===== src/rtl/avmm_master_pkg.sv =====
// Shared types for the Avalon-MM burst master: FSM states, command record, width helper.
// Latency: n/a (types only).
// Backpressure: n/a (types only).
package avmm_master_pkg;

  // The command record is sized to cover any supported parameterisation
  // (ADDR_W <= 32, BURST_W <= 8); the top zero-extends into it and truncates out of it.
  localparam int CMD_ADDR_W = 32;
  localparam int CMD_LEN_W  = 8;

  typedef enum logic [2:0] {
    IDLE    = 3'd0,
    RD_REQ  = 3'd1,
    RD_DATA = 3'd2,
    WR_BEAT = 3'd3,
    DONE    = 3'd4
  } state_e;

  typedef struct packed {
    logic                  write;
    logic [CMD_ADDR_W-1:0] addr;
    logic [CMD_LEN_W-1:0]  len;
  } cmd_t;

  // Width needed to hold a beat count of 0..max_burst inclusive.
  function automatic int burst_w(input int max_burst);
    return $clog2(max_burst) + 1;
  endfunction

endpackage


===== src/rtl/avmm_watchdog.sv =====
// Stall watchdog: counts consecutive stalled cycles, flags expiry on the LIMIT-th one.
// Latency: expire is combinational in the cycle that reaches LIMIT.
// Backpressure: none; clear has priority over count_en.
// Ports: clk, reset (async, active-high), count_en (stalled this cycle),
//        clear (progress made, restart count), expire (LIMIT consecutive stalls reached).
module avmm_watchdog
  import avmm_master_pkg::*;
#(
  parameter  int LIMIT = 1024,
  localparam int CNT_W = $clog2(LIMIT + 1)
) (
  input  logic clk,
  input  logic reset,
  input  logic count_en,
  input  logic clear,
  output logic expire
);

  logic [CNT_W-1:0] cnt_q, cnt_d;

  // Fires on the stalled cycle that would make the count equal LIMIT.
  assign expire = count_en && !clear && (cnt_q == CNT_W'(LIMIT - 1));

  always_comb begin
    cnt_d = cnt_q;
    if (clear) begin
      cnt_d = '0;
    end else if (count_en && !expire) begin
      cnt_d = cnt_q + CNT_W'(1);
    end else if (expire) begin
      cnt_d = '0;
    end
  end

  always_ff @(posedge clk or posedge reset) begin
    if (reset) begin
      cnt_q <= '0;
    end else begin
      cnt_q <= cnt_d;
    end
  end

endmodule


===== src/rtl/avmm_burst_master.sv =====
// Avalon-MM burst master: one read/write command of 1..MAX_BURST beats per burst, done pulse at end.
// Latency: 1-beat read with no waitrequest: RD_REQ, RD_DATA (+ slave latency), DONE; rd_valid 1 cycle after readdatavalid.
// Backpressure: cmd_ready only in IDLE (no queueing); beats stall on avm_waitrequest / missing readdatavalid.
// Ports: clk, reset (async, active-high); cmd_valid/cmd_ready/cmd_write/cmd_addr/cmd_len command side;
//        wr_data/wr_pop write beat supply; rd_data/rd_valid read beats; done/error/next_addr completion;
//        avm_* Avalon-MM master interface.
// Build option: define AVMM_TIMEOUT_EN to enable the stall watchdog (TIMEOUT_CYC); otherwise error is 0.
module avmm_burst_master
  import avmm_master_pkg::*;
#(
  parameter  int ADDR_W      = 17,
  parameter  int DATA_W      = 32,
  parameter  int MAX_BURST   = 8,
  parameter  int TIMEOUT_CYC = 1024,
  localparam int BURST_W     = burst_w(MAX_BURST)
) (
  input  logic               clk,
  input  logic               reset,
  input  logic               cmd_valid,
  output logic               cmd_ready,
  input  logic               cmd_write,
  input  logic [ADDR_W-1:0]  cmd_addr,
  input  logic [BURST_W-1:0] cmd_len,
  input  logic [DATA_W-1:0]  wr_data,
  output logic               wr_pop,
  output logic [DATA_W-1:0]  rd_data,
  output logic               rd_valid,
  output logic               done,
  output logic               error,
  output logic [ADDR_W-1:0]  next_addr,
  output logic [ADDR_W-1:0]  avm_address,
  output logic               avm_read,
  output logic               avm_write,
  output logic [DATA_W-1:0]  avm_writedata,
  output logic [BURST_W-1:0] avm_burstcount,
  input  logic               avm_waitrequest,
  input  logic [DATA_W-1:0]  avm_readdata,
  input  logic               avm_readdatavalid
);

  state_e             state_q, state_d;
  cmd_t               cmd_q, cmd_d;
  logic [BURST_W-1:0] beat_q, beat_d;
  logic [DATA_W-1:0]  rd_data_q, rd_data_d;
  logic               rd_valid_q, rd_valid_d;
  logic [ADDR_W-1:0]  next_addr_q, next_addr_d;
  logic [BURST_W-1:0] len_clamped;
  logic               last_beat;
  logic               active;

  // 0 means a single beat; anything above MAX_BURST saturates.
  always_comb begin
    len_clamped = cmd_len;
    if (cmd_len == '0) begin
      len_clamped = BURST_W'(1);
    end else if (cmd_len > BURST_W'(MAX_BURST)) begin
      len_clamped = BURST_W'(MAX_BURST);
    end
  end

  assign last_beat = (CMD_LEN_W'(beat_q) + CMD_LEN_W'(1)) == cmd_q.len;

`ifdef AVMM_TIMEOUT_EN
  logic error_q, error_d;
  logic stall;
  logic wd_expire;

  // A stall is any cycle in a bus state where the slave made no progress.
  assign stall = (((state_q == RD_REQ) || (state_q == WR_BEAT)) && avm_waitrequest) ||
                 ((state_q == RD_DATA) && !avm_readdatavalid);

  avmm_watchdog #(
    .LIMIT(TIMEOUT_CYC)
  ) u_watchdog (
    .clk     (clk),
    .reset   (reset),
    .count_en(stall),
    .clear   (!stall),
    .expire  (wd_expire)
  );
`endif

  always_comb begin
    state_d     = state_q;
    cmd_d       = cmd_q;
    beat_d      = beat_q;
    rd_data_d   = rd_data_q;
    rd_valid_d  = 1'b0;
    next_addr_d = next_addr_q;
`ifdef AVMM_TIMEOUT_EN
    error_d     = 1'b0;
`endif
    case (state_q)
      IDLE: begin
        if (cmd_valid) begin
          cmd_d.write = cmd_write;
          cmd_d.addr  = CMD_ADDR_W'(cmd_addr);
          cmd_d.len   = CMD_LEN_W'(len_clamped);
          beat_d      = '0;
          state_d     = cmd_write ? WR_BEAT : RD_REQ;
        end
      end
      RD_REQ: begin
        if (!avm_waitrequest) begin
          state_d = RD_DATA;
        end
      end
      RD_DATA: begin
        if (avm_readdatavalid) begin
          rd_data_d  = avm_readdata;
          rd_valid_d = 1'b1;
          beat_d     = beat_q + BURST_W'(1);
          if (last_beat) begin
            state_d = DONE;
          end
        end
      end
      WR_BEAT: begin
        if (!avm_waitrequest) begin
          beat_d = beat_q + BURST_W'(1);
          if (last_beat) begin
            state_d = DONE;
          end
        end
      end
      DONE: begin
        state_d = IDLE;
      end
      default: begin
        state_d = IDLE;
      end
    endcase
`ifdef AVMM_TIMEOUT_EN
    if (wd_expire) begin
      state_d = DONE;
      error_d = 1'b1;
    end
`endif
    // next_addr is valid during the done pulse so a chained command can use it directly.
    if ((state_d == DONE) && (state_q != DONE)) begin
      next_addr_d = ADDR_W'(cmd_q.addr + CMD_ADDR_W'(beat_d));
    end
  end

  always_ff @(posedge clk or posedge reset) begin
    if (reset) begin
      state_q     <= IDLE;
      cmd_q       <= '0;
      beat_q      <= '0;
      rd_data_q   <= '0;
      rd_valid_q  <= 1'b0;
      next_addr_q <= '0;
`ifdef AVMM_TIMEOUT_EN
      error_q     <= 1'b0;
`endif
    end else begin
      state_q     <= state_d;
      cmd_q       <= cmd_d;
      beat_q      <= beat_d;
      rd_data_q   <= rd_data_d;
      rd_valid_q  <= rd_valid_d;
      next_addr_q <= next_addr_d;
`ifdef AVMM_TIMEOUT_EN
      error_q     <= error_d;
`endif
    end
  end

  // Strobes are decoded from registered state; the latched direction also gates them
  // so a request can never be issued against the wrong command type.
  assign avm_read  = (state_q == RD_REQ) && !cmd_q.write;
  assign avm_write = (state_q == WR_BEAT) && cmd_q.write;
  assign active    = avm_read || avm_write;

  assign cmd_ready      = (state_q == IDLE);
  assign avm_address    = active ? ADDR_W'(cmd_q.addr) : '0;
  assign avm_burstcount = active ? BURST_W'(cmd_q.len) : '0;
  assign avm_writedata  = avm_write ? wr_data : '0;
  assign wr_pop         = avm_write && !avm_waitrequest;
  assign rd_data        = rd_data_q;
  assign rd_valid       = rd_valid_q;
  assign done           = (state_q == DONE);
  assign next_addr      = next_addr_q;
`ifdef AVMM_TIMEOUT_EN
  assign error          = error_q;
`else
  assign error          = 1'b0;
`endif

endmodule


===== config.mk =====
export PLATFORM = sky130hd
export DESIGN_NAME = avmm_burst_master
export DESIGN_NICKNAME = d
export VERILOG_FILES = /design/src/rtl/avmm_master_pkg.sv /design/src/rtl/avmm_watchdog.sv /design/src/rtl/avmm_burst_master.sv
export SDC_FILE = /design/constraint.sdc
export NUM_CORES = 1
export LEC_CHECK = 0
export CAP_MARGIN = 20
export CORE_UTILIZATION = 37
export CTS_CLUSTER_DIAMETER = 100
export DETAILED_ROUTE_END_ITERATION = 8
export PLACE_DENSITY = 0.71
export SLEW_MARGIN = 10
export SYNTH_ARGS = -nofsm -noshare
export SYNTH_HDL_FRONTEND = slang
export SYNTH_SLANG_ARGS = --single-unit

===== constraint.sdc =====
create_clock -name clk -period 3.83 [get_ports clk]
set_clock_uncertainty 0.2 [all_clocks]
set_input_delay 0.383 -clock clk [delete_from_list [all_inputs] [get_ports clk]]
set_output_delay 0.383 -clock clk [all_outputs]
set_load 0.005 [all_outputs]

Word level (Yosys, flattened, before mapping)

Index checks and enable logic that the tools add are counted.
Widths: inputs -> output; s select.

Logic and storage cells: 48
Flip-flop bits (word level): 79
Bits of input ports: 91

Multiplexer cells: 18
Equal/unequal tests: 7
Reduce and logical (&&, ||, !) cells: 11
Magnitude comparators: 1
Add/sub/neg operators: 3

Operators with widths:

| cell                | count |
|---|---|
| $mux 32             | 1 |
| $mux 4              | 6 |
| $add 17x4->17       | 1 |
| $mux 17             | 1 |
| $mux 3              | 5 |
| $pmux 3 s4          | 1 |
| $pmux 4 s3          | 1 |
| $eq 3x2->1 const B  | 2 |
| $eq 3x3->1 const B  | 2 |
| $add 4x1->5 const B | 1 |
| $eq 5x4->1          | 1 |
| $add 4x1->4 const B | 1 |
| $gt 4x4->1 const B  | 1 |
| $logic_and 1x1->1   | 4 |
| $logic_not 4->1     | 1 |
| $reduce_and 2->1    | 2 |
| $eq 3x1->1 const B  | 1 |
| $logic_not 3->1     | 1 |
| $ne 3x3->1 const B  | 1 |
| $logic_not 1->1     | 2 |
| $mux 1              | 2 |
| $mux 2              | 1 |
| $logic_or 1x1->1    | 1 |

Depth between registers and ports, before layout

Gate-level depths: netlist of run 1.

Depth in word-level cells: 7
Depth in mapped cells: 12

Worst setup path after synthesis of run 1

No wires, ideal clock.

Path kind: flip-flop to flip-flop
From: reg state_q[0]
To: reg next_addr_q[14], in the netlist next_addr[14]
Slack: 0.760 ns
Stages on the path, launching flop included: 11
Buffers on the path: 1
Data arrival time: 2.789 ns
Clock period less this slack: 3.070 ns
Cells stage by stage: dfrtp_1 > nor2b_1 > o21a_1 > a221o_1 > a22o_1 > ha_1 > o21ai_2 > or2_1 > buf_6 > or4_4 > a31oi_2

RTL lines:

| element                                              | line                     | RTL |
|---|---|---|
| from (decl)                                          | avmm_burst_master.sv:41  | `state_e state_q, state_d;` |
| from (signal assigned)                               | avmm_burst_master.sv:157 | `state_q <= state_d;` |
| $eq 3x2->1 / $logic_not 3->1 (equally long branches) | avmm_burst_master.sv:93  | `case (state_q)` |
| $pmux 4 s3 *                                         | avmm_burst_master.sv:93  |  |
| via beat_d[3]                                        | avmm_burst_master.sv:43  | `logic [BURST_W-1:0] beat_q, beat_d;` |
| $add 17x4->17 *                                      | avmm_burst_master.sv:141 | `next_addr_d = ADDR_W'(cmd_q.addr + CMD_ADDR_W'(beat_d));` |
| to (signal assigned)                                 | avmm_burst_master.sv:162 | `next_addr_q <= next_addr_d;` |
| to (decl)                                            | avmm_burst_master.sv:46  | `logic [ADDR_W-1:0] next_addr_q, next_addr_d;` |

The timed path passes the listed nets; every way through them passes the cells marked *.
A chain may end at the register's enable or synchronous reset.

Worst setup path in the final report of run 1

From: in avm_waitrequest
To: reg next_addr_q[12], in the netlist next_addr[12]

RTL lines:

| element       | line                     | RTL |
|---|---|---|
| from (decl)   | avmm_burst_master.sv:36  | `input logic avm_waitrequest,` |
| $mux 4        | avmm_burst_master.sv:119 | `if (!avm_waitrequest) begin` |
| $pmux 4 s3    | avmm_burst_master.sv:93  |  |
| via beat_d[0] | avmm_burst_master.sv:43  |  |
| $add 17x4->17 | avmm_burst_master.sv:141 |  |

The timed path passes the listed nets, and every way through them passes these cells.

==> flow_summary_export.csv, run 1 <==
group,metric,value,unit
detailed_routing,wirelength_met1,4.99,mm
detailed_routing,drt-pass1-iter-count,4,
final_layout,fin_nets,671,
floorplan,initial_core_util,38.0,%
cts,post_cts_buffers,0,
yosys,synth.distinct_cells,51,
floorplan,die_h,108,µm
global_routing,grt_start_max_net_pins,50,
critical_path,critical_path_required,3900,ps
detailed_routing,drt_iter0_markers,99,
cts,cts_htree_levels,3,
cts,clk_latency,350,ps
placed_design,dp_cells,703,
final_layout,drive_above_1_share,14.5,%
critical_path,start_kind,"input port",
cts,path_clk_slew,80,ps
yosys,synth_sequential_area_ratio,47.7,%
yosys,yosys_warnings,0,
detailed_routing,vias_per_cell,4.77,
final_layout,fillers,926,
yosys,synth_seq_cells,79,
critical_path,timing.critical_path.buf_inv,1,
yosys,synth.avg_cell_area,10.9,µm²
power_and_ir_drop,ir_drop,0.325,mV
detailed_routing,top_layer,"met4",
run,drv_cap,0,
yosys,syn-cell-area,4140,µm²
cts,cts_tree,"done",
detailed_routing,met2_length,5.30,mm
yosys,yosysTopAreaCell,"dfrtp_1",
yosys,synthTopCellsByArea,"dfrtp_1 (48%), mux2_2 (9.0%), nand2_1 (6.1%)",
timing,max_freq,284,MHz
final_layout,instances_no_fill,719,
detailed_routing,wl,11.2,mm
floorplan,die_w,108,µm
final_layout,stdcell_area,6430,µm²
timing,drv_slew,0,
placed_design,port_buffers,198,
timing,finalSetupTns,0,ps
detailed_routing,ant_nets,0,
final_layout,n_antenna_cell,0,
power_and_ir_drop,powerDensity,720,nW/µm²
critical_path,cp_slowest_stage_delay,470,ps
yosys,mappedNetlistNets,478,
floorplan,io_pins,200,
detailed_routing,routedWlPerCell,15.5,µm
floorplan,die-area,11600,µm²
timing,worst_pin_slew,916,ps
cts,cts_resized,0,
critical_path,cp.arrival,3590,ps
global_routing,grt_overflow_total,0,
yosys,post-synth-top-count-cell,"dfrtp_1",
cts,hold_buffers,0,
placed_design,dpl.hpwl,8.58,mm
yosys,synth_ff_type,"dfrtp_1",
placed_design,gp_congestion,0.776,
cts,clockBufferDepth,2,
critical_path,endpoint_kind,"register",
floorplan,core,10900,µm²
detailed_routing,wl_met3,668,µm
detailed_routing,num_vias,3432,
cts,clockRootBuffer,"clkbuf_8",
timing,rsz0062_at_grt,"false",
critical_path,crit_top_cell,"o21ai_0",
yosys,netlist.area_leader.share,47.7,%
floorplan,row_count,38,
timing,hold_viol,0,
yosys,yosys-top-cells-count,"dfrtp_1 (79), nand2_1 (67), and2_1 (34), mux2_2 (33), nor2b_1 (24)",
final_layout,syn_to_final_growth,55.2,%
critical_path,worstPathMaxFanout,8,
critical_path,cp_cell_sequence,"clkdlybuf4s50_1 -> nor2b_1 -> o21ai_0 -> a21o_1 -> mux2_2 -> ha_1 -> fa_1 -> a211oi_1 -> or2_1 -> o21ai_0 -> a31oi_4",
detailed_routing,drc_errors,0,
timing,finalSetupViolCount,0,
critical_path,cpLargestDelayFamily,"compound AO/OA/AOI/OAI gates",
critical_path,slowest_stage,"clkdlybuf4s50_1",
global_routing,grt_pass1_vias,3456,
yosys,synth_cells,381,
global_routing,grt_first_pass_wirelength,17.2,mm
global_routing,grt_usage,19.3,%
yosys,async_reset_ff_share,100,%
yosys,synth_edf_count,0,
timing,fin_crit,3520,ps
global_routing,antenna_found_initial,0,
critical_path,criticalPathCategory,"in -> reg",
run_status,status,"finished, final reports clean",
placed_design,placed_area,6230,µm²
worst_hold_path,hold_path_class,"in -> async",
timing,min_period_over_period,91.8,%
cts,cts_made_buffers,9,
timing,timing.slew.headroom,38.5,%
power_and_ir_drop,p_leak,0.00264,µW
cts,cts.sinks,79,
==> worst paths after layout <==
path,start,end,slack [ps],depth (start not counted)
min in group clk,cmd_q[40],cmd_q[40],300,2
max in group asynchronous,reset,cmd_q[18],2370,3
setup / recovery,avm_waitrequest,next_addr[12],310,11
hold reg to reg,cmd_q[40],cmd_q[40],300,2
setup reg to reg,state_q[0],next_addr[12],310,10
hold / removal,reset,rd_data[15],300,2
==> area by class of cell <==
cell class                      instances  area, µm²  area share [%]
Clock buffer                            9        124            1.93
Clock inverter                          7       73.8            1.15
Inverter                                4       16.3           0.253
Multi-Input combinational cell        274       2020            31.4
Sequential cell                        79       1980            30.8
Tap cell                              140        175            2.73
Timing Repair Buffer                  206       2040            31.8
==> logic make-up after synthesis <==
| logic type | count (synthesis) | synth area share [%] |
|---|---|---|
| and+or+nand+nor | 165 | 21.1 |
| other | 1 | 0.0905 |
| adders and majority gates | 6 | 1.99 |
| muxes | 42 | 12.1 |
| xor gates and xnor gates | 11 | 2.66 |
| AOI/OAI and AO/OA | 49 | 10.7 |
| DFF | 79 | 47.7 |
| buffers and inverters | 28 | 3.63 |
==> registers in the layout (all words and copies together) (netlist names) <==
| register | cells |
|---|---|
| rd_valid | 1 |
| state_q | 3 |
| next_addr | 17 |
| rd_data | 32 |
| cmd_q | 22 |
| beat_q | 4 |
==> per-stage QoR <==
step	utilization [%]	power (µW)	worst slack [ps]	hold slack, ps
finish	59.0	4630	315	299
global route	59.0	4960	24.7	322
CTS	59.0	4680	328	310
detailed placement	57.2	4060	-19.2	291
global placement	57.2	3970	153	282
floorplan	-	2890	760	261
==> power by group <==
group	internal, µW	switching [µW]	total [µW]
clock	302	312	614
sequential	1240	327	1570
combinational	1460	988	2450
==> metal layers <==
| layer | track usage [%] | vias up |
|---|---|---|
| li1 | - | 1684 |
| met1 | 24.5 | 1611 |
| met2 | 32.3 | 123 |
| met3 | 3.81 | 14 |
| met4 | 7.34 | 0 |
| met5 | 0 | - |
==> cell usage in the layout, fill, tap and decap left out, types with 2 or more instances in the layout <==
cell,Yosys,final
a21o_1,3,3
a21oi_1,4,4
a221oi_1,2,2
a22o_1,3,3
a31oi_1,9,9
a31oi_2,2,2
a31oi_4,7,7
and2_1,34,34
and3_1,4,4
buf_4,1,8
clkbuf_8,0,9
clkdlybuf4s50_1,0,198
clkinv_2,0,3
clkinv_4,0,3
dfrtp_1,79,79
ha_1,5,5
inv_1,4,3
mux2_2,33,33
mux2_4,8,8
nand2_1,67,67
nand3_1,4,4
nand3b_1,2,2
nor2_1,9,9
nor2b_1,24,24
nor3b_1,2,2
o21ai_0,9,9
o31ai_1,4,4
or3_1,5,5
or4_4,3,3
xnor2_1,6,6
xor2_1,4,4
Power figures use the tool's default switching activity.
==> run 2, diff against run 1 <==
- CAP_MARGIN: 20 -> not set
==> results of run 2 <==
No change in the layout: final DEF, timing and power equal those of run 1.
==> run 3, diff against run 2 <==
- GPL_TIMING_DRIVEN: not set -> 0
==> flow_summary_export.csv, run 3 (synthesis results as in run 1) <==
group,metric,value,unit
run_status,status,"finished, final reports clean",
power_and_ir_drop,ir_drop,0.287,mV
timing,fin_crit,3520,ps
cts,clk_latency,350,ps
placed_design,pre_cts_slack,-299,ps
global_routing,grt_start_max_net_pins,45,
power_and_ir_drop,swShare,35.1,%
global_routing,grt_usage,20.2,%
power_and_ir_drop,switchingPower,1640,µW
final_layout,final_cell_mix,"clkdlybuf4s50_1 (198), dfrtp_1 (79), nand2_1 (67), and2_1 (34), mux2_2 (33)",
timing,max_freq,284,MHz
critical_path,start_kind,"input port",
timing,timing.hold.ws,206,ps
timing,drv_slew,0,
critical_path,reg2reg_slack,340,ps
detailed_routing,drt_iter0_markers,111,
timing,min_period_over_period,92.0,%
global_routing,grt_overflow_total,0,
critical_path,reg2reg_depth,10,
critical_path,endpoint_kind,"register",
cts,cts_resized,0,
final_layout,fin_nets,688,
final_layout,syn_to_final_growth,57.3,%
final_layout,instances_no_fill,736,
final_layout,fillers,975,
detailed_routing,wl,11.5,mm
cts,cts.sinks,79,
run,drv_cap,0,
global_routing,grt_first_pass_wirelength,17.8,mm
global_routing,antenna_found_initial,0,
placed_design,dp_cells,720,
worst_hold_path,hold_path_class,"in -> async",
global_routing,grt_pass1_vias,3463,
floorplan,die_w,108,µm
cts,path_clk_slew,80,ps
power_and_ir_drop,p_int,3030,µW
cts,post_cts_buffers,0,
floorplan,die-area,11600,µm²
timing,finalSetupTns,0,ps
power_and_ir_drop,p_seq_share,32.8,%
critical_path,criticalPathCategory,"in -> reg",
cts,clockRootBuffer,"clkbuf_8",
timing,timing.slew.headroom,53.0,%
floorplan,initial_core_util,38.0,%
power_and_ir_drop,combPwrFrac,54.3,%
cts,cts_made_buffers,9,
timing,finalSetupViolCount,0,
timing,rsz0062_at_grt,"false",
critical_path,rr_endpoint,"next_addr[5]",
cts,hold_buffers,0,
final_layout,final_common_cell,"clkdlybuf4s50_1",
critical_path,r2r-start,"state_q[0]",
critical_path,worstPathMaxFanout,10,
detailed_routing,vias_per_cell,4.82,
timing,hold_viol,0,
timing,worst_pin_slew,700,ps
power_and_ir_drop,p_leak,0.00269,µW
floorplan,io_pins,200,
final_layout,drive_above_1_share,14.9,%
floorplan,core,10900,µm²
critical_path,critical_path_required,3870,ps
placed_design,port_buffers,198,
final_layout,largest_reg_flops,32,
floorplan,row_count,38,
timing,layout_setup_ws,306,ps
final_layout,n_antenna_cell,0,
cts,cts_tree,"done",
power_and_ir_drop,powerDensity,717,nW/µm²
critical_path,cp.arrival,3570,ps
detailed_routing,drc_errors,0,
cts,cts_htree_levels,3,
cts,clockBufferDepth,2,
floorplan,die_h,108,µm
power_and_ir_drop,p_total,4670,µW
detailed_routing,routedWlPerCell,15.7,µm
placed_design,gp_congestion,0.784,
power_and_ir_drop,power.share.clock,13.0,%
detailed_routing,ant_nets,0,
placed_design,dpl.hpwl,8.94,mm
detailed_routing,num_vias,3546,
detailed_routing,drt-pass1-iter-count,4,
run 3: cell types whose count changed in the layout (fill, tap and decap cells not counted), moves of 2 or more:
cell      delta
buf_2        +8
buf_6        +2
buf_4        -7
buf_12       +2
clkbuf_1    +12
clkinv_4     -2
run 3: through the flow:
stage	utilization, %	cell area [µm²]
2_1_floorplan	-	4140
3_3_place_gp	57.8	6300
3_5_place_dp	58.1	6320
4_1_cts	59.8	6510
5_1_grt	59.8	6510
6_report	59.8	6510
run 3: worst max path at each step:
stage	startpoint	to
finish	avm_waitrequest	next_addr[5]
global route	state_q[1]	next_addr[5]
CTS	avm_waitrequest	next_addr[9]
detailed placement	avm_waitrequest	next_addr[9]
global placement	avm_waitrequest	next_addr[5]
floorplan	state_q[0]	next_addr[14]
run 3: power groups by stage:
stage	logic, µW	registers (µW)	clock network, µW
6_report	2540	1530	606
5_1_grt	2760	1590	669
4_1_cts	2560	1540	626
3_5_place_dp	2550	1550	0
3_3_place_gp	2490	1530	0
2_1_floorplan	1370	1520	0
run 3: routing by layer:
layer	global-route usage (%)	up-vias	wire length, µm
met4	7.14	0	207
li1	-	1728	-
met5	0	-	0
met3	4.90	11	706
met2	32.4	124	5420
met1	26.5	1683	5190
run 3: area by class of cell:
cell class / count / area, µm² / share of cell area, %
plain buffers: 24 / 136 / 2.09
clock buffers: 10 / 128 / 1.96
clock inverters: 6 / 61.3 / 0.941
inverters: 4 / 17.5 / 0.269
multi-input cells: 274 / 2020 / 31.0
flip-flops and latches: 79 / 1980 / 30.4
well taps: 140 / 175 / 2.69
repair buffers: 199 / 2000 / 30.7
run 3: critical path: stages:
cell and delay [ps]:
clkdlybuf4s50_1 470, nor2b_1 260, o21ai_0 220, a221o_1 340
a22o_1 270, ha_1 360, and3_1 210, a221oi_1 400
buf_2 300, xnor2_1 90, mux2_4 260
